`src/rtl/alu_seq16.sv`:
```
// alu_seq16: drives the 8-bit ALU to build SM83 16-bit arithmetic.
// It runs two chained byte passes (low, then high) and assembles the
// 16-bit result, the flag values and the flag write mask.
module alu_seq16 #(
  parameter int ACK_TIMEOUT = 0
) (
  input  logic        CLK,
  input  logic        nRESET,
  input  logic        start,
  input  logic [1:0]  op,
  input  logic [15:0] opa,
  input  logic [15:0] opb,
  input  logic        abort,
  output logic        busy,
  output logic        alu_req,
  output logic [7:0]  alu_a,
  output logic [7:0]  alu_b,
  output logic        alu_cin,
  input  logic [7:0]  alu_res,
  input  logic        alu_cout,
  input  logic        alu_hout,
  input  logic        alu_ack,
  output logic [15:0] result,
  output logic [3:0]  flags,
  output logic [3:0]  flags_we,
  output logic        done,
  output logic        err
);

  typedef enum logic [1:0] {IDLE, LO, HI, DONE} state_t;

  localparam logic [1:0] OP_ADD16  = 2'd0;
  localparam logic [1:0] OP_INC16  = 2'd1;
  localparam logic [1:0] OP_DEC16  = 2'd2;
  localparam logic [1:0] OP_ADDSPE = 2'd3;

  // The last request cycle of a phase before it is abandoned.
  localparam logic [15:0] TMO_LAST = (ACK_TIMEOUT > 0) ? 16'(ACK_TIMEOUT - 1) : 16'd0;

  state_t      state_q, state_d;
  logic [1:0]  op_q, op_d;
  logic [15:0] opa_q, opa_d;
  logic [15:0] opb_q, opb_d;
  logic [7:0]  res_lo_q, res_lo_d;
  logic        c_lo_q, c_lo_d;
  logic        h_lo_q, h_lo_d;
  logic [7:0]  res_hi_q, res_hi_d;
  logic        c_hi_q, c_hi_d;
  logic        h_hi_q, h_hi_d;
  logic [15:0] result_q, result_d;
  logic [3:0]  flags_q, flags_d;
  logic [3:0]  flags_we_q, flags_we_d;
  logic [15:0] cnt_q, cnt_d;
  logic        tmo_hit;

  // Timeout fires only when enabled and the phase has used its last cycle.
  always_comb begin
    tmo_hit = (ACK_TIMEOUT > 0) && (cnt_q == TMO_LAST);
  end

  // Next-state, datapath capture and output decode.
  always_comb begin
    state_d    = state_q;
    op_d       = op_q;
    opa_d      = opa_q;
    opb_d      = opb_q;
    res_lo_d   = res_lo_q;
    c_lo_d     = c_lo_q;
    h_lo_d     = h_lo_q;
    res_hi_d   = res_hi_q;
    c_hi_d     = c_hi_q;
    h_hi_d     = h_hi_q;
    result_d   = result_q;
    flags_d    = flags_q;
    flags_we_d = flags_we_q;
    cnt_d      = cnt_q;
    busy       = 1'b0;
    alu_req    = 1'b0;
    alu_a      = 8'h00;
    alu_b      = 8'h00;
    alu_cin    = 1'b0;
    done       = 1'b0;
    err        = 1'b0;

    case (state_q)
      IDLE: begin
        if (start && !abort) begin
          op_d    = op;
          opa_d   = opa;
          opb_d   = opb;
          state_d = LO;
        end
      end

      LO: begin
        busy    = 1'b1;
        alu_req = 1'b1;
        alu_a   = opa_q[7:0];
        case (op_q)
          OP_INC16: alu_b = 8'h00;
          OP_DEC16: alu_b = 8'hFF;
          default:  alu_b = opb_q[7:0];
        endcase
        alu_cin = (op_q == OP_INC16);
        if (abort) begin
          state_d = IDLE;
        end else if (alu_ack) begin
          res_lo_d = alu_res;
          c_lo_d   = alu_cout;
          h_lo_d   = alu_hout;
          state_d  = HI;
        end else if (tmo_hit) begin
          err     = 1'b1;
          state_d = IDLE;
        end
      end

      HI: begin
        busy    = 1'b1;
        alu_req = 1'b1;
        alu_a   = opa_q[15:8];
        case (op_q)
          OP_INC16:  alu_b = 8'h00;
          OP_DEC16:  alu_b = 8'hFF;
          OP_ADDSPE: alu_b = {8{opb_q[7]}};
          default:   alu_b = opb_q[15:8];
        endcase
        alu_cin = c_lo_q;
        if (abort) begin
          state_d = IDLE;
        end else if (alu_ack) begin
          res_hi_d = alu_res;
          c_hi_d   = alu_cout;
          h_hi_d   = alu_hout;
          state_d  = DONE;
        end else if (tmo_hit) begin
          err     = 1'b1;
          state_d = IDLE;
        end
      end

      DONE: begin
        busy    = 1'b1;
        state_d = IDLE;
        if (!abort) begin
          done     = 1'b1;
          result_d = {res_hi_q, res_lo_q};
          case (op_q)
            OP_ADD16: begin
              flags_d    = {1'b0, 1'b0, h_hi_q, c_hi_q};
              flags_we_d = 4'b0111;
            end
            OP_ADDSPE: begin
              flags_d    = {1'b0, 1'b0, h_lo_q, c_lo_q};
              flags_we_d = 4'b1111;
            end
            default: begin
              flags_d    = 4'b0000;
              flags_we_d = 4'b0000;
            end
          endcase
        end
      end

      default: state_d = IDLE;
    endcase

    if (state_d != state_q) begin
      cnt_d = 16'd0;
    end else if (state_q == LO || state_q == HI) begin
      cnt_d = cnt_q + 16'd1;
    end

    result   = result_d;
    flags    = flags_d;
    flags_we = flags_we_d;
  end

  // State and datapath registers.
  always_ff @(posedge CLK or negedge nRESET) begin
    if (!nRESET) begin
      state_q    <= IDLE;
      op_q       <= 2'd0;
      opa_q      <= 16'h0000;
      opb_q      <= 16'h0000;
      res_lo_q   <= 8'h00;
      c_lo_q     <= 1'b0;
      h_lo_q     <= 1'b0;
      res_hi_q   <= 8'h00;
      c_hi_q     <= 1'b0;
      h_hi_q     <= 1'b0;
      result_q   <= 16'h0000;
      flags_q    <= 4'b0000;
      flags_we_q <= 4'b0000;
      cnt_q      <= 16'd0;
    end else begin
      state_q    <= state_d;
      op_q       <= op_d;
      opa_q      <= opa_d;
      opb_q      <= opb_d;
      res_lo_q   <= res_lo_d;
      c_lo_q     <= c_lo_d;
      h_lo_q     <= h_lo_d;
      res_hi_q   <= res_hi_d;
      c_hi_q     <= c_hi_d;
      h_hi_q     <= h_hi_d;
      result_q   <= result_d;
      flags_q    <= flags_d;
      flags_we_q <= flags_we_d;
      cnt_q      <= cnt_d;
    end
  end

endmodule
```
`config.mk`:
```
export PLATFORM = sky130hd
export DESIGN_NAME = alu_seq16
export DESIGN_NICKNAME = d
export VERILOG_FILES = /design/src/rtl/alu_seq16.sv
export SDC_FILE = /design/constraint.sdc
export NUM_CORES = 1
export LEC_CHECK = 0
export ABC_AREA = 1
export BUFFER_PORTS_ARGS = -buffer_cell sky130_fd_sc_hd__buf_2
export CAP_MARGIN = 20
export CORE_MARGIN = 2
export CORE_UTILIZATION = 30
export DETAILED_ROUTE_END_ITERATION = 10
export REMOVE_ABC_BUFFERS = 1
export SLEW_MARGIN = 30
export SYNTH_ARGS = -nofsm -noshare
export SYNTH_HDL_FRONTEND = slang
export SYNTH_SLANG_ARGS = --single-unit
```
`constraint.sdc`:
```
create_clock -name CLK -period 2.16 [get_ports CLK]
set_clock_uncertainty 0.1 [all_clocks]
set_input_delay 0.432 -clock CLK [delete_from_list [all_inputs] [get_ports CLK]]
set_output_delay 0.432 -clock CLK [all_outputs]
set_load 0.02 [all_outputs]
```
==> results of run 1 <==
[power groups by stage]
stage               clock (mW)  sequential [mW]  combinational [mW]
finish                    1.74             2.62                5.53
global route              1.83             2.69                6.01
CTS                       1.76             2.57                4.78
detailed placement           0             2.51                3.06
global placement             0             2.48                3.00
floorplan                    0             2.43                2.00
[metal layers]
layer / vias up / routed length [µm] / part of all wire (%)
met5: - / 0 / 0
li1: 1658 / - / -
met1: 1592 / 4450 / 41
met4: 0 / 291 / 2.7
met2: 105 / 5550 / 51
met3: 26 / 506 / 4.7
[critical path: cells and delay by family, from the launching register on]
kind          cells  cell delay, ns
fa+ha+maj         1            0.13
simple gates      3            0.24
buf+inv           6            0.66
flops             1            0.41
[metrics by stage]
step                      instances  utilization (%)  hold WS [ns]  cell area, µm²
final                           746             50.9         0.226            6090
after global routing            746             50.9         0.228            6090
after CTS                       740             47.2         0.215            5650
after detailed placement        676             36.1         0.351            4310
after global placement          676             36.1         0.346            4310
after floorplan                 421                -        0.0364            3520
[kinds of logic (layout without fill, tap and decap cells)]
group	count (synthesis)	after routing	share of synthesized area (%)
AND/OR/NAND/NOR	201	201	22.3
flip-flops	80	80	54.9
buffers and inverters	76	233	9.12
AO/OA/AOI/OAI	74	74	10.2
adder cells (fa/ha/maj)	10	10	3.43
other	1	1	0.103
[worst max-delay path by stage]
| stage | from | endpoint | slack [ns] | depth (start not counted) |
|---|---|---|---|---|
| after global placement | op_q[0]$_DFFE_PN0P_ | alu_b[6] | 0.15 | 8 |
| after detailed placement | op_q[0]$_DFFE_PN0P_ | alu_b[7] | 0.08 | 8 |
| after global routing | state_q[0]$_DFFE_PN0P_ | alu_b[1] | -0.26 | 7 |
| after floorplan | state_q[0]$_DFFE_PN0P_ | flags[0] | -0.24 | 6 |
| after CTS | op_q[0]$_DFFE_PN0P_ | alu_b[7] | -0.14 | 8 |
| final | state_q[0]$_DFFE_PN0P_ | result[12] | -0.16 | 10 |
[timing repair]
| item | 4_1_cts | 5_1_grt |
|---|---|---|
| pin swaps | 13 | 17 |
| gates cloned | 5 | 0 |
| endpoints found under the hold margin | 39 | 0 |
| endpoints found under the setup margin | 39 | 46 |
| resized for setup | 172 | 90 |
| hold buffers | 1 | 0 |
| buffers inserted | 42 | 18 |
[synthesized netlist by cell type (all sizes together)]
cell type	n	area share (%)
nand3b	1	0.21
clkinv	1	0.10
dfrtp	80	55
clkbuf	2	0.21
ha	10	3.4
or2	9	1.5
inv	54	5.6
nand2	169	17
o21ai	54	7.4
conb	1	0.10
nand3	14	2.1
nor2	8	1.1
buf	19	3.3
a21oi	20	2.7
[layout make-up]
cell class,instances,area [µm²],share of cell area [%]
timing repair buffer,162,1470,24.1
sequential,80,2000,32.9
clock inverter,5,105,1.73
tap,147,184,3.02
multi-input combinational,286,1870,30.7
inverter,55,231,3.80
clock buffer,11,233,3.82
[state kept, by name, summed over array words and instances, names as in the netlist, 2 cells and up]
name        count
state_q         2
op_q            2
flags_we_q      4
result_q       16
opb_q          16
res_lo_q        8
res_hi_q        8
flags_q         4
opa_q          16
==> results.cfg, run 1 <==
[outcome]
outcome = complete, but fails checks
violations = setup timing

[sta]
fmax_mhz = 431
final.setup.tns_ns = -4.03
period_minus_slack_ns = 2.32
finalMaxSlewViolations = 0
fin_ws_ns = -0.160
slew_headroom_pct = 63.6
tightest_slew_ns = 0.546
finalHoldViolations = 0
setup_viol = 30
rsz0062_at_grt = true
finalCritPeriodShare_pct = 107

[global_route]
grt_pass1_wl_um = 17100
antenna_found_initial = 0
met2_usage_pct = 29.4
overflow = 0
grt_usage_pct = 16.8
grt_max_degree = 52
global_route.usage.met3_pct = 4.92
grt.busiest_layer = met2
grt_util_met1_pct = 19.5
grt_pass1_vias = 3507

[finish]
layout_common_cells = nand2_1 (120), dfrtp_1 (79), buf_6 (53)
fillers = 1075
drive_gt1_share_pct = 45.6
fin_nets = 653
antennaDiodeCount = 0
syn2layout_area_growth_pct = 66.9
mostFrequentLayoutCell = nand2_1

[yosys]
synth_cell_type_count = 21
syn_avg_cell_area_um2 = 8.25
yosys_register_bits = 80
synth-seq-area-share_pct = 54.9
synth_warnings = 0
netlist_instances = 442
netlist_area_um2 = 3650

[min_path]
min_from = opb[3]
whs_endpoint = opb_q[3]$_DFFE_PN0P_
min_path_type = in2reg
hold_depth = 3

[route]
route.vias.total = 3381
drtIter0Drc = 175
avgRoutedWirePerCell_um = 14.5
final_antenna_net_count = 0
wirelength_um = 10800
drc = 0
via_per_inst = 4.53
drt_first_pass_iters = 4

[clocking]
clk_pin_slew_ns = 0.06
cts_tree = yes
htree_levels = 3
clock_sinks = 80
cts_made_buffers = 9
cts_buffer_depth = 2
root_buffer = clkbuf_16
insertion_delay_ns = 0.33

[critical_path]
worstSetupPathType = reg2out
crit_chain = buf_6 > ha_4 > inv_4 > nor2_4 > buf_6 > clkinv_8 > buf_16 > nand2_4 > nand2_4 > buf_6
crit_arrival_ns = 1.79
reg2reg_depth = 14
rrSetupSlack_ns = 0.09
crit_fanout = 5
crit_path_top_delay_cell = dfrtp_1
required_ns = 1.63
path_common_cell = buf_6
worstReg2RegStart = state_q[0]$_DFFE_PN0P_
max_stage_delay_ns = 0.41
start_kind = flop
end_kind = output pin
r2r-end = result_q[11]$_DFF_PN0_

[pwr]
power_frac_seq_pct = 26.5
finalPower_mw = 9.89
p_int_mw = 6.05
combinationalPowerShare_pct = 55.9
cellLeakagePower_nw = 3.04
clkPwrFrac_pct = 17.6
ir_drop_mv = 0.741
power_switching_mw = 3.84
power.density_nw_per_um2 = 1620
switching_share_pct = 38.8

[floorplan]
die_y_um = 114
die_w_um = 114
io_pins = 94
core_um2 = 12000
start_util_pct = 30.5
num_rows = 40
dieArea_um2 = 13100

[placed_design]
gp_congestion = 0.766
pre_cts_slack_ns = 0.0813
port_buffers = 92
hpwl_um = 6180

[run]
drv_cap = 0
No activity file was read; power rests on OpenSTA's default activity.
==> run 2: changes to the inputs <==
- CORE_ASPECT_RATIO: default -> 1.75
- SKIP_LAST_GASP: default -> 1
==> run 2 against run 1 <==
  * The flow still finishes with violations (setup timing)
  * Register-to-register slack better by 0.36 ns
  * Worst hold slack lost 0.20 ns
  * Cell count shrank 7.8%
  * Routed wire length shrank 14%
  * Die area up 0.27%
  * Critical path depth down 3
  * Design area fell by 18%
  * First-iteration DRC count fell by 48%
  * Largest power group unchanged
  * Critical endpoint is now alu_b[1]
  * Global-route usage is 2.1 points lower
  * Clock power is 7% lower
  * Total power shrank 19%
  * Highest routed layer unchanged
  * Flip-flop and latch count is the same
==> results.cfg, run 2 (same netlist as run 1, synthesis figures left out) <==
[outcome]
outcome = complete, but fails checks
violations = setup timing

[sta]
setup_viol = 27
fmax_mhz = 440
period_minus_slack_ns = 2.27
fin_ws_ns = -0.112
rsz0062_at_grt = true
finalMaxSlewViolations = 0
holdWs_ns = 0.0282
finalHoldViolations = 0
finalCritPeriodShare_pct = 105

[clocking]
cts_buffer_depth = 2
cts_tree = yes
htree_levels = 3
cts_made_buffers = 9
root_buffer = clkbuf_16
clock_sinks = 80
clk_pin_slew_ns = 0.06
insertion_delay_ns = 0.33
cts_hold_buf = 0

[critical_path]
reg2reg_depth = 8
start_kind = flop
crit_arrival_ns = 1.74
cpLargestDelayFamily = flip-flops
max_stage_delay_ns = 0.39
worstSetupPathType = reg2out
r2r-end = state_q[1]$_DFFE_PN0P_
end_kind = output pin
rrSetupSlack_ns = 0.45
crit_fanout = 8
crit_path_top_delay_cell = dfrtp_1
crit_buf_inv = 3
required_ns = 1.63
worstReg2RegStart = state_q[0]$_DFFE_PN0P_
crit_chain = inv_2 > ha_4 > buf_6 > or2_2 > nand2_2 > a21oi_2 > buf_4

[pwr]
cellLeakagePower_nw = 2.67
power.density_nw_per_um2 = 1600
ir_drop_mv = 0.650

[floorplan]
num_rows = 53
die_y_um = 150
core_um2 = 11900
start_util_pct = 30.6
dieArea_um2 = 13100
die_w_um = 87.4
io_pins = 94

[finish]
layout_common_cells = nand2_1 (157), dfrtp_1 (80), buf_2 (67)
fin_nets = 607
antennaDiodeCount = 0
mostFrequentLayoutCell = nand2_1
fillers = 1238
top_regs = opa_q (16), opb_q (16), result_q (16)
drive_gt1_share_pct = 33.4
syn2layout_area_growth_pct = 37.0
design_area_um2 = 5000

[global_route]
grt_pass1_vias = 3107
antenna_found_initial = 0
grt_pass1_wl_um = 14900
grt_usage_pct = 14.7
grt_max_degree = 81
overflow = 0

[placed_design]
gp_congestion = 0.811
postPlaceCellArea_um2 = 4310
port_buffers = 92
hpwl_um = 6280

[route]
drt_first_pass_iters = 4
route.vias.total = 3118
via_per_inst = 4.53
final_antenna_net_count = 0
drc = 0
drtIter0Drc = 91
wirelength_um = 9270
avgRoutedWirePerCell_um = 13.5

[min_path]
min_path_type = in2async

[run]
drv_cap = 0
run 2: worst reg2reg max path, stage by stage, from the launching register on:
cell	delay, ns
dfrtp_1	0.42
buf_4	0.17
ha_4	0.16
buf_4	0.17
or2_2	0.31
nand2_1	0.06
nand2_1	0.08
nand2_1	0.06
o21ai_0	0.08
run 2: power breakdown:
part | switching (mW) | internal [mW]
Combinational | 2.22 | 1.64
Sequential | 0.351 | 2.17
Clock | 0.581 | 1.03
Total | 3.15 | 4.84
run 2: worst max-delay path by stage:
stage	from	end	slack (ns)	depth (start not counted)
floorplan	state_q[0]$_DFFE_PN0P_	flags[0]	-0.24	6
global placement	state_q[0]$_DFFE_PN0P_	alu_b[6]	0.16	6
detailed placement	state_q[0]$_DFFE_PN0P_	alu_b[7]	0.09	6
CTS	op_q[1]$_DFFE_PN0P_	alu_b[2]	-0.1	7
global route	op_q[0]$_DFFE_PN0P_	alu_b[6]	-0.21	8
finish	op_q[1]$_DFFE_PN0P_	alu_b[1]	-0.11	7
run 2: layout make-up:
cell class | instances | area (µm²) | area share, %
clock inverter | 3 | 67.6 | 1.35
sequential | 80 | 2000 | 40.1
multi-input combinational | 286 | 1480 | 29.5
tap | 137 | 171 | 3.43
clock buffer | 11 | 243 | 4.86
inverter | 55 | 214 | 4.28
timing repair buffer | 116 | 823 | 16.5
run 2: routing by layer:
| layer | track usage (%) | part of all wire [%] | vias to the layer above |
|---|---|---|---|
| met4 | 6.23 | 1.7 | 0 |
| met1 | 17.4 | 42 | 1453 |
| met2 | 25.5 | 52 | 82 |
| li1 | - | - | 1573 |
| met3 | 2.92 | 4.2 | 10 |
| met5 | 0 | 0 | - |
run 2: stage by stage:
stage | worst slack, ns | utilization (%) | power [mW] | setup TNS (ns) | cells
2_1_floorplan | -0.245 | - | 4.42 | -5.31 | 421
3_3_place_gp | 0.161 | 36.1 | 5.52 | 0 | 665
3_5_place_dp | 0.0934 | 36.1 | 5.61 | 0 | 665
4_1_cts | -0.0980 | 40.6 | 7.74 | -1.15 | 686
5_1_grt | -0.209 | 41.9 | 8.59 | -4.08 | 688
6_report | -0.112 | 41.9 | 7.99 | -1.07 | 688
run 2: repair_timing:
action | 4_1_cts | 5_1_grt
endpoints found under the setup margin | 41 | 39
gates cloned | 1 | 0
pin swaps | 10 | 11
gates resized for setup | 53 | 39
setup buffers | 6 | 3
